File: src/rtl/single_event_unpacker_if.sv
// Handshake and status bundle for the single-event unpacker.
//   slave  : the unpacker itself (pops the front-end FIFO, drives the output stream)
//   master : the environment (front-end FIFO + downstream consumer)
// Input side : in_valid, in_ready, in_data, in_period
// Output side: out_valid, out_ready, out_data, out_is_tag, out_id, out_energy_sum
// Status     : err_framing, err_count
interface single_event_unpacker_if #(
   parameter int unsigned DATA_BITS   = 128,
   parameter int unsigned ID_BITS     = 6,
   parameter int unsigned PERIOD_BITS = 48,
   parameter int unsigned SUM_BITS    = 15
);
   logic                   in_valid;
   logic                   in_ready;
   logic [DATA_BITS-1:0]   in_data;
   logic [PERIOD_BITS-1:0] in_period;
   logic                   out_valid;
   logic                   out_ready;
   logic [DATA_BITS-1:0]   out_data;
   logic                   out_is_tag;
   logic [ID_BITS-1:0]     out_id;
   logic [SUM_BITS-1:0]    out_energy_sum;
   logic                   err_framing;
   logic [15:0]            err_count;

   modport slave (
      input  in_valid, in_data, in_period, out_ready,
      output in_ready, out_valid, out_data, out_is_tag, out_id, out_energy_sum,
      output err_framing, err_count
   );

   modport master (
      output in_valid, in_data, in_period, out_ready,
      input  in_ready, out_valid, out_data, out_is_tag, out_id, out_energy_sum,
      input  err_framing, err_count
   );
endinterface

File: src/rtl/single_event_unpacker.sv
// Backend consumer of the front-end single-event stream. Pops event words with their start
// period, drops malformed words (counting them), and emits a time-tag word ahead of any event
// whose period differs from the previous one.
// Ports:
//   clk  : backend clock
//   rst  : asynchronous reset, active-low
//   bus  : single_event_unpacker_if.slave (input FIFO pop, output stream, error status)
module single_event_unpacker #(
   parameter int unsigned DATA_BITS    = 128,
   parameter int unsigned ID_BITS      = 6,
   parameter int unsigned NCHAN_ENERGY = 8,
   parameter int unsigned COUNTER_BITS = 12,
   parameter int unsigned TIME_BITS    = 20,
   parameter int unsigned PERIOD_BITS  = 48,
   parameter int unsigned CRC_BITS     = 5
) (
   input logic                    clk,
   input logic                    rst,
   single_event_unpacker_if.slave bus
);
   localparam int unsigned SumBits = COUNTER_BITS + $clog2(NCHAN_ENERGY);
   localparam int unsigned FlagPos = DATA_BITS - CRC_BITS - 1;
   localparam int unsigned IdTop   = FlagPos - 1;

   typedef enum logic [0:0] {StIdle, StPend} state_e;

   state_e                 state_q, state_d;
   logic                   out_valid_q, out_valid_d;
   logic [DATA_BITS-1:0]   out_data_q, out_data_d;
   logic                   out_is_tag_q, out_is_tag_d;
   logic [ID_BITS-1:0]     out_id_q, out_id_d;
   logic [SumBits-1:0]     out_sum_q, out_sum_d;
   logic [DATA_BITS-1:0]   pend_data_q, pend_data_d;
   logic [ID_BITS-1:0]     pend_id_q, pend_id_d;
   logic [SumBits-1:0]     pend_sum_q, pend_sum_d;
   logic                   have_period_q, have_period_d;
   logic [PERIOD_BITS-1:0] last_period_q, last_period_d;
   logic                   err_framing_q, err_framing_d;
   logic [15:0]            err_count_q, err_count_d;

   logic                   in_ready;
   logic                   accept;
   logic                   frame_ok;
   logic                   need_tag;
   logic [ID_BITS-1:0]     in_id;
   logic [SumBits-1:0]     in_sum;
   logic [DATA_BITS-1:0]   tag_word;

   assign in_ready = (state_q == StIdle) && (!out_valid_q || bus.out_ready);
   assign accept   = bus.in_valid && in_ready;
   assign frame_ok = (bus.in_data[DATA_BITS-1 -: CRC_BITS] == {CRC_BITS{1'b1}}) &&
                     bus.in_data[FlagPos];
   assign need_tag = !have_period_q || (bus.in_period != last_period_q);
   assign in_id    = bus.in_data[IdTop -: ID_BITS];

   always_comb begin
      in_sum = '0;
      for (int k = 0; k < int'(NCHAN_ENERGY); k++) begin
         in_sum = in_sum + SumBits'(bus.in_data[TIME_BITS + k*COUNTER_BITS +: COUNTER_BITS]);
      end
   end

   // Tag word: framing ones, flag clear, period in the low bits.
   always_comb begin
      tag_word                             = '0;
      tag_word[DATA_BITS-1 -: CRC_BITS]    = '1;
      tag_word[PERIOD_BITS-1:0]            = bus.in_period;
   end

   always_comb begin
      state_d       = state_q;
      out_valid_d   = out_valid_q;
      out_data_d    = out_data_q;
      out_is_tag_d  = out_is_tag_q;
      out_id_d      = out_id_q;
      out_sum_d     = out_sum_q;
      pend_data_d   = pend_data_q;
      pend_id_d     = pend_id_q;
      pend_sum_d    = pend_sum_q;
      have_period_d = have_period_q;
      last_period_d = last_period_q;
      err_framing_d = 1'b0;
      err_count_d   = err_count_q;

      if (out_valid_q && bus.out_ready) begin
         out_valid_d = 1'b0;
      end

      unique case (state_q)
         StIdle: begin
            if (accept) begin
               if (!frame_ok) begin
                  err_framing_d = 1'b1;
                  if (err_count_q != 16'hFFFF) begin
                     err_count_d = err_count_q + 16'd1;
                  end
               end else if (need_tag) begin
                  out_valid_d   = 1'b1;
                  out_data_d    = tag_word;
                  out_is_tag_d  = 1'b1;
                  out_id_d      = '0;
                  out_sum_d     = '0;
                  pend_data_d   = bus.in_data;
                  pend_id_d     = in_id;
                  pend_sum_d    = in_sum;
                  last_period_d = bus.in_period;
                  have_period_d = 1'b1;
                  state_d       = StPend;
               end else begin
                  out_valid_d  = 1'b1;
                  out_data_d   = bus.in_data;
                  out_is_tag_d = 1'b0;
                  out_id_d     = in_id;
                  out_sum_d    = in_sum;
               end
            end
         end
         StPend: begin
            // The tag is always valid here; release the held event once it is consumed.
            if (out_valid_q && bus.out_ready) begin
               out_valid_d  = 1'b1;
               out_data_d   = pend_data_q;
               out_is_tag_d = 1'b0;
               out_id_d     = pend_id_q;
               out_sum_d    = pend_sum_q;
               state_d      = StIdle;
            end
         end
         default: state_d = StIdle;
      endcase
   end

   always_ff @(posedge clk or negedge rst) begin
      if (!rst) begin
         state_q       <= StIdle;
         out_valid_q   <= 1'b0;
         out_data_q    <= '0;
         out_is_tag_q  <= 1'b0;
         out_id_q      <= '0;
         out_sum_q     <= '0;
         pend_data_q   <= '0;
         pend_id_q     <= '0;
         pend_sum_q    <= '0;
         have_period_q <= 1'b0;
         last_period_q <= '0;
         err_framing_q <= 1'b0;
         err_count_q   <= '0;
      end else begin
         state_q       <= state_d;
         out_valid_q   <= out_valid_d;
         out_data_q    <= out_data_d;
         out_is_tag_q  <= out_is_tag_d;
         out_id_q      <= out_id_d;
         out_sum_q     <= out_sum_d;
         pend_data_q   <= pend_data_d;
         pend_id_q     <= pend_id_d;
         pend_sum_q    <= pend_sum_d;
         have_period_q <= have_period_d;
         last_period_q <= last_period_d;
         err_framing_q <= err_framing_d;
         err_count_q   <= err_count_d;
      end
   end

   assign bus.in_ready       = in_ready;
   assign bus.out_valid      = out_valid_q;
   assign bus.out_data       = out_data_q;
   assign bus.out_is_tag     = out_is_tag_q;
   assign bus.out_id         = out_id_q;
   assign bus.out_energy_sum = out_sum_q;
   assign bus.err_framing    = err_framing_q;
   assign bus.err_count      = err_count_q;
endmodule

File: src/flat_wrapper.sv
// flat-port wrapper written by rule: the top's interface ports become plain ports
module single_event_unpacker_flat 
#(
   parameter int unsigned DATA_BITS    = 128,
   parameter int unsigned ID_BITS      = 6,
   parameter int unsigned NCHAN_ENERGY = 8,
   parameter int unsigned COUNTER_BITS = 12,
   parameter int unsigned TIME_BITS    = 20,
   parameter int unsigned PERIOD_BITS  = 48,
   parameter int unsigned CRC_BITS     = 5
)
  (clk, rst, bus_in_valid, bus_in_data, bus_in_period, bus_out_ready, bus_in_ready, bus_out_valid, bus_out_data, bus_out_is_tag, bus_out_id, bus_out_energy_sum, bus_err_framing, bus_err_count);
  single_event_unpacker_if #(.DATA_BITS(DATA_BITS), .ID_BITS(ID_BITS), .PERIOD_BITS(PERIOD_BITS)) bus_i ();
  input logic clk;
  input logic rst;
  input wire logic [$bits(bus_i.in_valid)-1:0] bus_in_valid;
  input wire logic [$bits(bus_i.in_data)-1:0] bus_in_data;
  input wire logic [$bits(bus_i.in_period)-1:0] bus_in_period;
  input wire logic [$bits(bus_i.out_ready)-1:0] bus_out_ready;
  output wire logic [$bits(bus_i.in_ready)-1:0] bus_in_ready;
  output wire logic [$bits(bus_i.out_valid)-1:0] bus_out_valid;
  output wire logic [$bits(bus_i.out_data)-1:0] bus_out_data;
  output wire logic [$bits(bus_i.out_is_tag)-1:0] bus_out_is_tag;
  output wire logic [$bits(bus_i.out_id)-1:0] bus_out_id;
  output wire logic [$bits(bus_i.out_energy_sum)-1:0] bus_out_energy_sum;
  output wire logic [$bits(bus_i.err_framing)-1:0] bus_err_framing;
  output wire logic [$bits(bus_i.err_count)-1:0] bus_err_count;
  assign bus_i.in_valid = bus_in_valid;
  assign bus_i.in_data = bus_in_data;
  assign bus_i.in_period = bus_in_period;
  assign bus_i.out_ready = bus_out_ready;
  assign bus_in_ready = bus_i.in_ready;
  assign bus_out_valid = bus_i.out_valid;
  assign bus_out_data = bus_i.out_data;
  assign bus_out_is_tag = bus_i.out_is_tag;
  assign bus_out_id = bus_i.out_id;
  assign bus_out_energy_sum = bus_i.out_energy_sum;
  assign bus_err_framing = bus_i.err_framing;
  assign bus_err_count = bus_i.err_count;
  single_event_unpacker #(.DATA_BITS(DATA_BITS), .ID_BITS(ID_BITS), .NCHAN_ENERGY(NCHAN_ENERGY), .COUNTER_BITS(COUNTER_BITS), .TIME_BITS(TIME_BITS), .PERIOD_BITS(PERIOD_BITS), .CRC_BITS(CRC_BITS)) u_core (.clk(clk), .rst(rst), .bus(bus_i));
endmodule
File: config.mk
export PLATFORM = sky130hd
export DESIGN_NAME = single_event_unpacker_flat
export DESIGN_NICKNAME = d
export VERILOG_FILES = /design/src/rtl/single_event_unpacker_if.sv /design/src/rtl/single_event_unpacker.sv /design/src/flat_wrapper.sv
export SDC_FILE = /design/constraint.sdc
export NUM_CORES = 1
export LEC_CHECK = 0
export ABC_CLOCK_PERIOD_IN_PS = 2700
export BUFFER_PORTS_ARGS = -buffer_cell sky130_fd_sc_hd__buf_2
export CORE_MARGIN = 2
export CORE_UTILIZATION = 45
export DETAILED_ROUTE_END_ITERATION = 6
export HOLD_SLACK_MARGIN = 0.03
export PLACE_DENSITY = 0.64
export SYNTH_ARGS = -nofsm -noshare
export SYNTH_HDL_FRONTEND = slang
export SYNTH_SLANG_ARGS = --single-unit
File: constraint.sdc
create_clock -name clk -period 2.7 [get_ports clk]
set_clock_uncertainty 0.1 [all_clocks]
set_input_delay 0.27 -clock clk [delete_from_list [all_inputs] [get_ports clk]]
set_output_delay 0.27 -clock clk [all_outputs]
set_load 0.05 [all_outputs]
Yosys cells after proc, flatten, opt, wreduce, memory -nomap -nowiden
Index checks and enable logic that the tools add are counted.
W data, S select, Z words.
- bits in registers: 367
- bits in latches: 0
- memory bits (writable): 0
- memory bits (read-only): 0
- bits of input ports: 180
- output and inout bits: 169
- logic and storage cells: 72
- memories: 0
- $add $sub $neg: 8
- multiply operators: 0
- div/mod/pow operators: 0
- $lt $le $gt $ge: 0
- equality and inequality tests: 6
- shifts and indexed selects: 0
- muxes and demuxes: 32
- bitwise logic cells: 2
- reductions and logical operators: 11
- operator list (kind ; count):
    $mux W128 ; 4
    $pmux W128 S2 ; 1
    $add A15 B12 Y15 ; 6
    $mux W15 ; 4
    $ne A48 B48 Y1 ; 1
    $pmux W15 S2 ; 1
    $mux W6 ; 4
    $add A16 B1 Y16 const B ; 1
    $ne A16 B16 Y1 const B ; 1
    $mux W1 ; 14
    $add A12 B12 Y13 ; 1
    $pmux W6 S2 ; 1
    $reduce_and A4 Y1 ; 2
    $pmux W1 S2 ; 3
    $eq A5 B5 Y1 const B ; 1
    $logic_and A1 B1 Y1 ; 4
    $ne A2 B1 Y1 const B ; 2
    $reduce_and A3 Y1 ; 1
    $logic_not A1 Y1 ; 2
    $logic_or A1 B1 Y1 ; 2
    $ne A2 B2 Y1 const B ; 1
    $not A1 Y1 ; 2

Longest topological paths before layout
Gate-level depths: netlist of the first run.
- depth in word-level cells: 11
- depth in mapped cells: 21
- depth with buffers taken out: 21

Worst setup path before layout of the first run
Ideal clock, no wire load.
- kind: in2reg
- start point: input port bus_in_data[20]
- end point: register u_core.out_sum_q[13], in the netlist u_core.bus.out_energy_sum[13]
- setup time: 0.082 ns
- data arrival time: 5.641 ns
- required time: 2.518 ns
- path slack: -3.123 ns
- cell stages on the path: 21
- path buffers: 0
- cell sequence: ha_1 > fa_1 > a21o_1 > a21oi_1 > o21bai_1 > a2111o_1 > a311oi_1 > xnor2_1 > fa_1 > inv_1 > fa_1 > fa_1 > fa_1 > inv_1 > ha_1 > a21oi_1 > o21bai_1 > a21oi_1 > a21boi_0 > or4_1 > a31oi_1
- word-level cells in the longest chain between the ends: 11
- ends and longest elaborated chain (element ; RTL line ; text):
    start, declared ; flat_wrapper.sv:17 ; input wire logic [$bits(bus_i.in_data)-1:0] bus_in_data;
    $add A12 B12 Y13 ; single_event_unpacker.sv:59 ; in_sum = in_sum + SumBits'(bus.in_data[TIME_BITS + k*COUNTER_BITS +: COUNTER_BITS]);
    $add A15 B12 Y15 (6 in series) ; single_event_unpacker.sv:59 ;
    $mux W15 ; single_event_unpacker.sv:97 ; end else if (need_tag) begin
    $mux W15 ; single_event_unpacker.sv:92 ; if (!frame_ok) begin
    $mux W15 ; single_event_unpacker.sv:91 ; if (accept) begin
    $pmux W15 S2 ; single_event_unpacker.sv:89 ; unique case (state_q)
    end signal, assigned ; single_event_unpacker.sv:154 ; out_sum_q <= out_sum_d;
    end, declared ; single_event_unpacker.sv:32 ; logic [SumBits-1:0] out_sum_q, out_sum_d;
Every way passes these cells. The select of a mux whose other input is x is not followed.
A chain may end at the register's enable or synchronous reset.

Worst setup path in the final report of the first run
Ends and elaborated chain as after synthesis.

==> run summary, run 1 <==
The flow ran to the end, but the final reports show violations. The final reports fail on setup timing. The net count of the finished layout came out at approximately 2,700. The library cell appearing most often on the critical path is fa_1.

Counting flops with an async set or reset pin after synthesis yields a share of 100%. The top-level I/O count came out at about 350. The total leakage power came out at 12.3 nW.

Of the available clock period, the critical path in the final layout requires 196%. The placer's final routability congestion estimate came out at 0.961. The largest delay contributor family on the critical path is adder cells. STA puts the critical path data required time at between 3 and 4 ns. The number of register bits inferred by synthesis came out at 355.

The largest net degree at the start of global routing is about 240. The critical-path maximum fanout is 4. For this run, the number of standard cells in the final layout without fillers is ~3,000.

In the layout the commonest cells are dfrtp_1, buf_2, dlygate4sd3_1. STA classifies the critical path endpoint as a flop. The TritonCTS buffer count is 40. The sequential cell area fraction in the yosys report came out at 47.1%. Across all setup checks in the final design, the least slack found is -2.59 ns. Traced cell by cell, the critical path runs through buf_6 > ha_4 > fa_2 > a21o_1 > a21oi_2 > o21bai_2 > a2111o_1 > buf_4 > buf_6 > nand2_4 > xnor2_4 > fa_1 > inv_1 > fa_2 > fa_1 > fa_1 > inv_2 > ha_4 > nor3_2 > nor2_2 > nand4_1 > a21boi_1 > or4_1 > a31oi_1.

TritonCTS built the clock tree. The number of placed instances, taps included came out at roughly 2,700. The first global-routing pass estimated between 90,000 and 100,000 um of wire. The area enclosed by the die boundary came out at roughly 0.044 mm2. The mapped netlist covers ~0.019 mm2. By area the synthesized netlist is led by dfrtp_1, fa_1, mux2_4. The mean cell area of the mapped netlist is between 10 and 15 um2. Max-cap violations in this run came to 0. The count of input and output buffers came out at 348. The number of cell rows came out at 74. The placeable core area came out at just over 0.04 mm2.

The remaining global-route overflow came out at 0. The via count of the first global-routing pass came out at between 15,000 and 20,000. The critical path arrival is 5.69 ns. The synthesized design devotes to its leading area cell type between 40% and 50% of total area. The DRC violation count after routing came out at 0. Setup repair after global routing could not meet its margin everywhere.

The most used flip-flop cell after synthesis is dfrtp_1. The synthesis-to-finish area growth is 41.9%. The number of setup violations in the final report came out at 28. At the pin with the least slew margin, the transition time is around 0.54 ns.

The worst-case vdd ir drop came out at 1.10 mV. The initial utilization of the core area, before any placement, comes to a little under half. In the final routed layout, each cell accounts on average for 21.5 um. The maximum clock frequency came out at roughly 190 MHz. Summing over every cut layer, the via total after detailed routing is ~17,000.

dfrtp_1 takes more of the synthesized area than any other cell. In this run, the number of DRC markers left after iteration 0 of detailed routing was 1,177. The number of enable flip-flop cells after synthesis is 0. The synthesized net count came out at between 2,000 and 2,500. The critical path start-end classification is input port to flop.

The delay of the slowest cell on the worst path is around 0.53 ns. The clock reaches the later pin of the worst-skew pair after between 0.5 and 0.6 ns. Counting every sink on the clock net gives 355. Synthesis produced roughly 1,800 cells. The overall fraction of global-route tracks in use is 28.8%. The number of max-slew violations in the final report came out at 0. The count of nets left with antenna violations once routing finished came out at 0. After detailed routing, the number of vias per cell comes to between 5 and 6. The time the worst path needs with I/O delays and setup is between 5 and 6 ns. The overall power is roughly 0.029 W. The initial antenna violation count came out at 6. The number of endpoints with negative hold slack in the final report came out at 0. The root cell of the clock tree is clkbuf_16. The slowest stage of the critical path belongs to the cell fa_1. In this run the register-to-register setup slack is around 0.040 ns.

The number of buffers and inverters on the critical path came out at 5. The post-route netlist has between 30% and 40% of its cells at a drive strength greater than 1. The deepest level of the CTS H-tree came out at 2. The CTS clock-pin slew for the worst setup and hold paths came out at roughly 0.080 ns. Before antenna repair, the detailed router went through 6 iterations. The power per cell area is 1080 mW/mm2.

The tightest min-delay check is of the input port to flop type. In this run the vertical extent of the chip is roughly 210 um. The worst relative slew slack is between 60% and 70%. Wires add up to ~64,000 um.

The horizontal die dimension is 209 um. The clock passes through at most 3 buffers. Yosys printed 0 warnings.

The number of distinct library cells after synthesis is 54. The worst slack after detailed placement is -3.20 ns. The sort of element at the start of the critical path is an input port.

The library cell used most frequently in the layout, excluding fill and tap cells, is dfrtp_1. After legalization and detailed placement, the total HPWL measured 42,500 um.
per-layer routing:
layer	GRT usage (%)	wire [um]
met5	0	34
met4	9.75	2010
met3	5.86	4450
met2	49.0	31700
met1	36.9	26200
worst reg2reg max path: cells and delay by family, from the launching register on:
family                 cells  cell delay, ns
DFF                        1            0.46
buffers and inverters      2            0.32
and+or+nand+nor            4            1.32
muxes                      1            0.33
logic make-up (layout without fill, tap and decap cells):
| group | count (synthesis) | in the layout | share of synthesized area (%) |
|---|---|---|---|
| xor gates and xnor gates | 81 | 81 | 3.76 |
| AOI/OAI and AO/OA | 397 | 397 | 13.5 |
| and+or+nand+nor | 461 | 462 | 12.4 |
| buffers and inverters | 254 | 935 | 5.59 |
| DFF | 355 | 355 | 47.1 |
| other | 0 | 3 | 0 |
| muxes | 133 | 133 | 9.10 |
| adders and majority gates | 92 | 92 | 8.46 |
flip-flops by register name, summed over array words and instances, names as in the netlist:
register / count
u_core.pend_sum_q: 15
u_core.bus.out_id: 5
u_core.pend_data_q: 123
u_core.last_period_q: 48
u_core.bus.err_framing: 1
u_core.bus.err_count: 16
u_core.bus.out_data: 123
u_core.bus.out_valid: 1
u_core.bus.out_is_tag: 1
u_core.bus.out_energy_sum: 15
u_core.have_period_q: 1
u_core.pend_id_q: 5
u_core.state_q: 1
report_power, final:
part	internal [W]	leakage (nW)	switching [W]	total, W
clock network	0.00336	0.690	0.00235	0.00571
registers	0.00647	4.29	0.000701	0.00717
logic	0.00668	7.34	0.00928	0.0160
total	0.0165	12.3	0.0123	0.0288
per-stage QoR:
step                instance area [um2]  hold WS (ns)  TNS (ns)  utilization, %
floorplan                         19100        -0.126    -50.58               -
global placement                  22700         0.158    -79.87            55.1
CTS                               26200        0.0364    -50.86            63.6
global route                      26700        0.0518    -57.99            65.0
finish                            26700        0.0503    -54.82            65.1
detailed placement                22700         0.159    -81.77            55.1
Yosys cell counts (all sizes together), types with 11 or more instances:
master and instances:
clkbuf 83, a41oi 23, a21oi 68, nor4 22, a31oi 76, mux2 133, o22ai 23, nand2b 11
nand3 12, dfrtp 355, nand3b 84, xnor2 24, nor3 11, ha 33, nor2 135, o21ai 112
nand2 137, buf 46, fa 59, inv 125, a221o 25, xor2 57, o311ai 24, o21a 24
path summary, 6_finish.rpt:
kind | endpoint | startpoint | cells past startpoint
min in group asynchronous | u_core.pend_data_q[17] | rst | 2
max in group asynchronous | u_core.bus.out_data[81] | rst | 3
max | u_core.bus.out_energy_sum[13] | bus_in_data[20] | 24
min reg2reg | u_core.pend_data_q[123] | u_core.pend_data_q[123] | 2
min | u_core.pend_data_q[44] | bus_in_data[44] | 4
max reg2reg | u_core.pend_data_q[38] | u_core.state_q | 7
timing repair:
| action | 4_1_cts | 5_1_grt |
|---|---|---|
| cloned | 3 | 7 |
| hold buffers | 172 | 0 |
| endpoints found under the hold margin | 393 | 0 |
| endpoints found under the setup margin | 199 | 179 |
| buffers inserted | 14 | 16 |
| pin swaps | 32 | 37 |
| gates resized for setup | 51 | 56 |
area by class of cell:
cell class | instances | area [um2]
clock buffer | 57 | 1230
clock inverter | 16 | 148
antenna | 3 | 7.51
sequential | 355 | 8890
multi-input combinational | 1165 | 9650
timing repair buffer | 737 | 5690
tap | 532 | 666
fill | 3243 | 14400
inverter | 125 | 469
Note: power is estimated with default switching activity, not from simulation.
==> inputs of run 2 (changes only) <==
--- a/config.mk
+++ b/config.mk
@@ -8,10 +8,10 @@
 export ABC_CLOCK_PERIOD_IN_PS = 2700
 export BUFFER_PORTS_ARGS = -buffer_cell sky130_fd_sc_hd__buf_2
 export CORE_MARGIN = 2
-export CORE_UTILIZATION = 45
+export CORE_UTILIZATION = 30
 export DETAILED_ROUTE_END_ITERATION = 6
 export HOLD_SLACK_MARGIN = 0.03
-export PLACE_DENSITY = 0.64
+export PLACE_DENSITY = 0.45
 export SYNTH_ARGS = -nofsm -noshare
 export SYNTH_HDL_FRONTEND = slang
 export SYNTH_SLANG_ARGS = --single-unit
==> run summary, run 2 (synthesis results as in run 1) <==
The remaining antenna violation count after routing came to 0 (unchanged). The run finished, with violations left. The net count of the finished layout came out at 2,731 (+1.3%). The time the worst path needs with I/O delays and setup was 5.30 ns (+0.0110 ns). The via count of the first global-routing pass came out at 17,500 (+1.8%).

The depth of the worst register-to-register path came out at 10 (+3). The worst hold path depth was 3 (-1). The number of placed instances, taps included came out at 3,031 (+12%). The number of max-slew violations in the final report is 0 (unchanged). The first-pass iteration count of the detailed router is 5 (-1). The reg-to-reg endpoint is u_core.bus.out_data[31]. The final hold slack was 0.0529 ns (+0.00268 ns). The worst-case vdd ir drop came out at 0.882 mV (-20%). The most common cell after layout, fill and taps aside is dfrtp_1. The total placed instance area came to 0.0232 mm2 (+2.4%). The worst relative slew slack is 46.1% (-18 points).

The area of all placed cells without fillers is 0.0279 mm2 (+4.2%). The maximum clock frequency is 189 MHz (-0.21%). The count of non-filler cells in the finished layout came out at 3,324 (+11%). The sort of element at the start of the critical path is an input port. The number of cell rows came out at 91 (+23%). The power per cell area is 1050 mW/mm2 (-2.5%). The maximum number of buffers from clock root to sink came out at 3 (unchanged). Grouping stages by cell kind, the critical path spends the most delay in adder cells. The critical path start-end classification is input port to flop.

The root cell of the clock tree is clkbuf_16. The area enclosed by the die boundary is 0.0648 mm2 (+49%). The initial standard-cell utilization of the core is 30.4% (-15 points).

The critical path arrival came to 5.66 ns (-0.03 ns). The library cells used most frequently in the layout, excluding fill and tap cells, are dfrtp_1, buf_2, buf_4. The number of endpoints with negative hold slack in the final report was 0 (unchanged). The count of maximum capacitance violations came to 0 (unchanged). In this run the most critical hold path is launched from bus_in_data[114]. Setup repair after global routing could not meet its margin everywhere. The vias per cell came out at 4.94 (-11%). The startpoint of the lowest-slack register-to-register path is u_core.last_period_q[23].

The multi-input logic area came out at 0.00983 mm2 (+1.9%). The actual transition at the worst max-transition pin is 0.808 ns (+0.263 ns). The TritonCTS buffer count is 45 (+13%). The critical-path maximum fanout came out at 3 (-1). STA classifies the critical path endpoint as a flop. The deepest level of the CTS H-tree is 2 (unchanged). The final standard cell utilization of the core was 45.0% (-20 points).

The kind of path behind the tightest hold check is input port to flop. The setup slack of the worst register-to-register path is 0.04 ns (about the same). The initial antenna violation count is 9 (+3).

The delay of the slowest cell on the worst path came out at 0.54 ns (about the same). The largest net degree at the start of global routing is 120 (-50%). The area taken by flip-flops and latches came out at 0.00889 mm2 (unchanged). The required time of the critical path came out at 3.06 ns (-0.04 ns). The count of clock tree sinks was 355 (unchanged). The placer's final routability congestion estimate is 0.885 (-7.9%). The overall fraction of global-route tracks in use is 21.9% (-6.9 points).

The global-route wire length before repair came to 108,000 um (+10%). For this design, the slowest cell found on the critical path is fa_1. The number of setup violations in the final report was 28 (unchanged).

The total leakage power was 12.6 nW (+2.6%). The endpoint of the worst hold path is u_core.pend_data_q[114]. The detailed-placement wirelength estimate came out at 48,500 um (+14%). The aggregate routed wire length came out at 71,600 um (+11%). The number of fill cells came to 5,974 (+84%). The CTS clock-pin slew for the worst setup and hold paths came to 0.06 ns (-0.02 ns).

The via count came out at 16,400 (-1.1%). TritonCTS built the clock tree. The number of buffers and inverters on the critical path came to 6 (+1). Walking the worst path, the cells encountered are buf_8 > ha_4 > fa_2 > a21o_1 > a21oi_2 > o21bai_1 > a2111o_1 > buf_4 > nand2_4 > xnor2_4 > fa_1 > inv_1 > fa_2 > fa_1 > fa_1 > inv_2 > ha_4 > buf_4 > and3_4 > a311oi_4 > buf_4 > a21oi_1 > xnor2_1 > o21ai_1. The share of the cycle needed by the critical path after routing came to 196% (+0.41 points). The detail-routed net length per standard cell came to 21.5 um (about the same). The clock latency at the later pin of the worst-skew pair came out at 0.58 ns (about the same). The smallest setup slack after layout is -2.60 ns (-0.0110 ns). The horizontal die dimension came out at 255 um (+22%). The remaining global-route overflow was 0 (unchanged). The vertical die dimension is 255 um (+22%). The top-level I/O count is 349 (unchanged). The worst slack after detailed placement came out at -3.26 ns (-0.0629 ns).

The DRC violation count after routing came to 0 (unchanged). The final reports fail on setup timing. The placeable core area came out at 0.0619 mm2 (+51%). The number of DRC markers in iteration 0 was 958 (-19%).

The count of input and output buffers is 348 (unchanged). The share of final-layout standard cells stronger than drive strength 1 came out at 37.1% (+1.2 points). The area growth from synthesis to layout is 47.8%.
run 2: worst max-delay path by stage:
stage	from	end	slack (ns)	cells after the start
finish	bus_in_data[20]	u_core.pend_sum_q[12]	-2.60	24
global route	bus_in_data[20]	u_core.bus.out_energy_sum[13]	-2.79	21
CTS	bus_in_data[20]	u_core.bus.out_energy_sum[13]	-2.51	21
detailed placement	bus_in_data[20]	u_core.bus.out_energy_sum[13]	-3.26	21
global placement	bus_in_data[20]	u_core.bus.out_energy_sum[13]	-3.15	21
floorplan	bus_in_data[20]	u_core.bus.out_energy_sum[13]	-2.72	20
run 2: metal layers:
layer | track usage [%] | part of all wire, % | vias up
met5 | 0 | 0.078 | -
met4 | 4.75 | 2.2 | 10
met3 | 4.38 | 5.5 | 104
met2 | 38.1 | 49 | 423
met1 | 28.2 | 43 | 8302
li1 | - | - | 7575
run 2: where the power goes:
| part | internal [W] | total, W | leakage [nW] | switching (W) |
|---|---|---|---|---|
| Sequential | 0.00647 | 0.00718 | 4.29 | 0.000709 |
| Combinational | 0.00681 | 0.0161 | 7.64 | 0.00932 |
| Clock | 0.00359 | 0.00599 | 0.709 | 0.00240 |
| Total | 0.0169 | 0.0293 | 12.6 | 0.0124 |
run 2: repair_timing:
action | 4_1_cts | 5_1_grt
resized for setup | 171 | 34
buffers inserted | 33 | 14
pin swaps | 52 | 49
cloned | 14 | 1
setup endpoints to repair | 310 | 238
hold buffers | 171 | 0
hold endpoints to repair | 328 | 0
run 2: layout make-up:
type	count	share of cell area [%]
Clock inverter	8	0.350
Antenna cell	1	0.00898
Inverter	125	1.68
Timing Repair Buffer	768	22.2
Multi-Input combinational cell	1164	35.3
Tap cell	837	3.76
Sequential cell	355	31.9
Clock buffer	66	4.80
run 2: worst reg2reg max path: stages, from the launching register on:
cell,delay [ns]
dfrtp_1,0.41
xor2_2,0.19
nor4_2,0.28
buf_4,0.17
and4_4,0.24
buf_4,0.12
and4_4,0.23
nor2_4,0.05
buf_6,0.13
bufbuf_16,0.28
a221o_1,0.35
run 2: through the flow:
| step | setup TNS, ns | power, W |
|---|---|---|
| after global routing | -57.92 | 0.0310 |
| after detailed placement | -110.98 | 0.0206 |
| after floorplan | -50.58 | 0.0161 |
| after CTS | -58.49 | 0.0289 |
| final | -53.75 | 0.0293 |
| after global placement | -106.28 | 0.0204 |
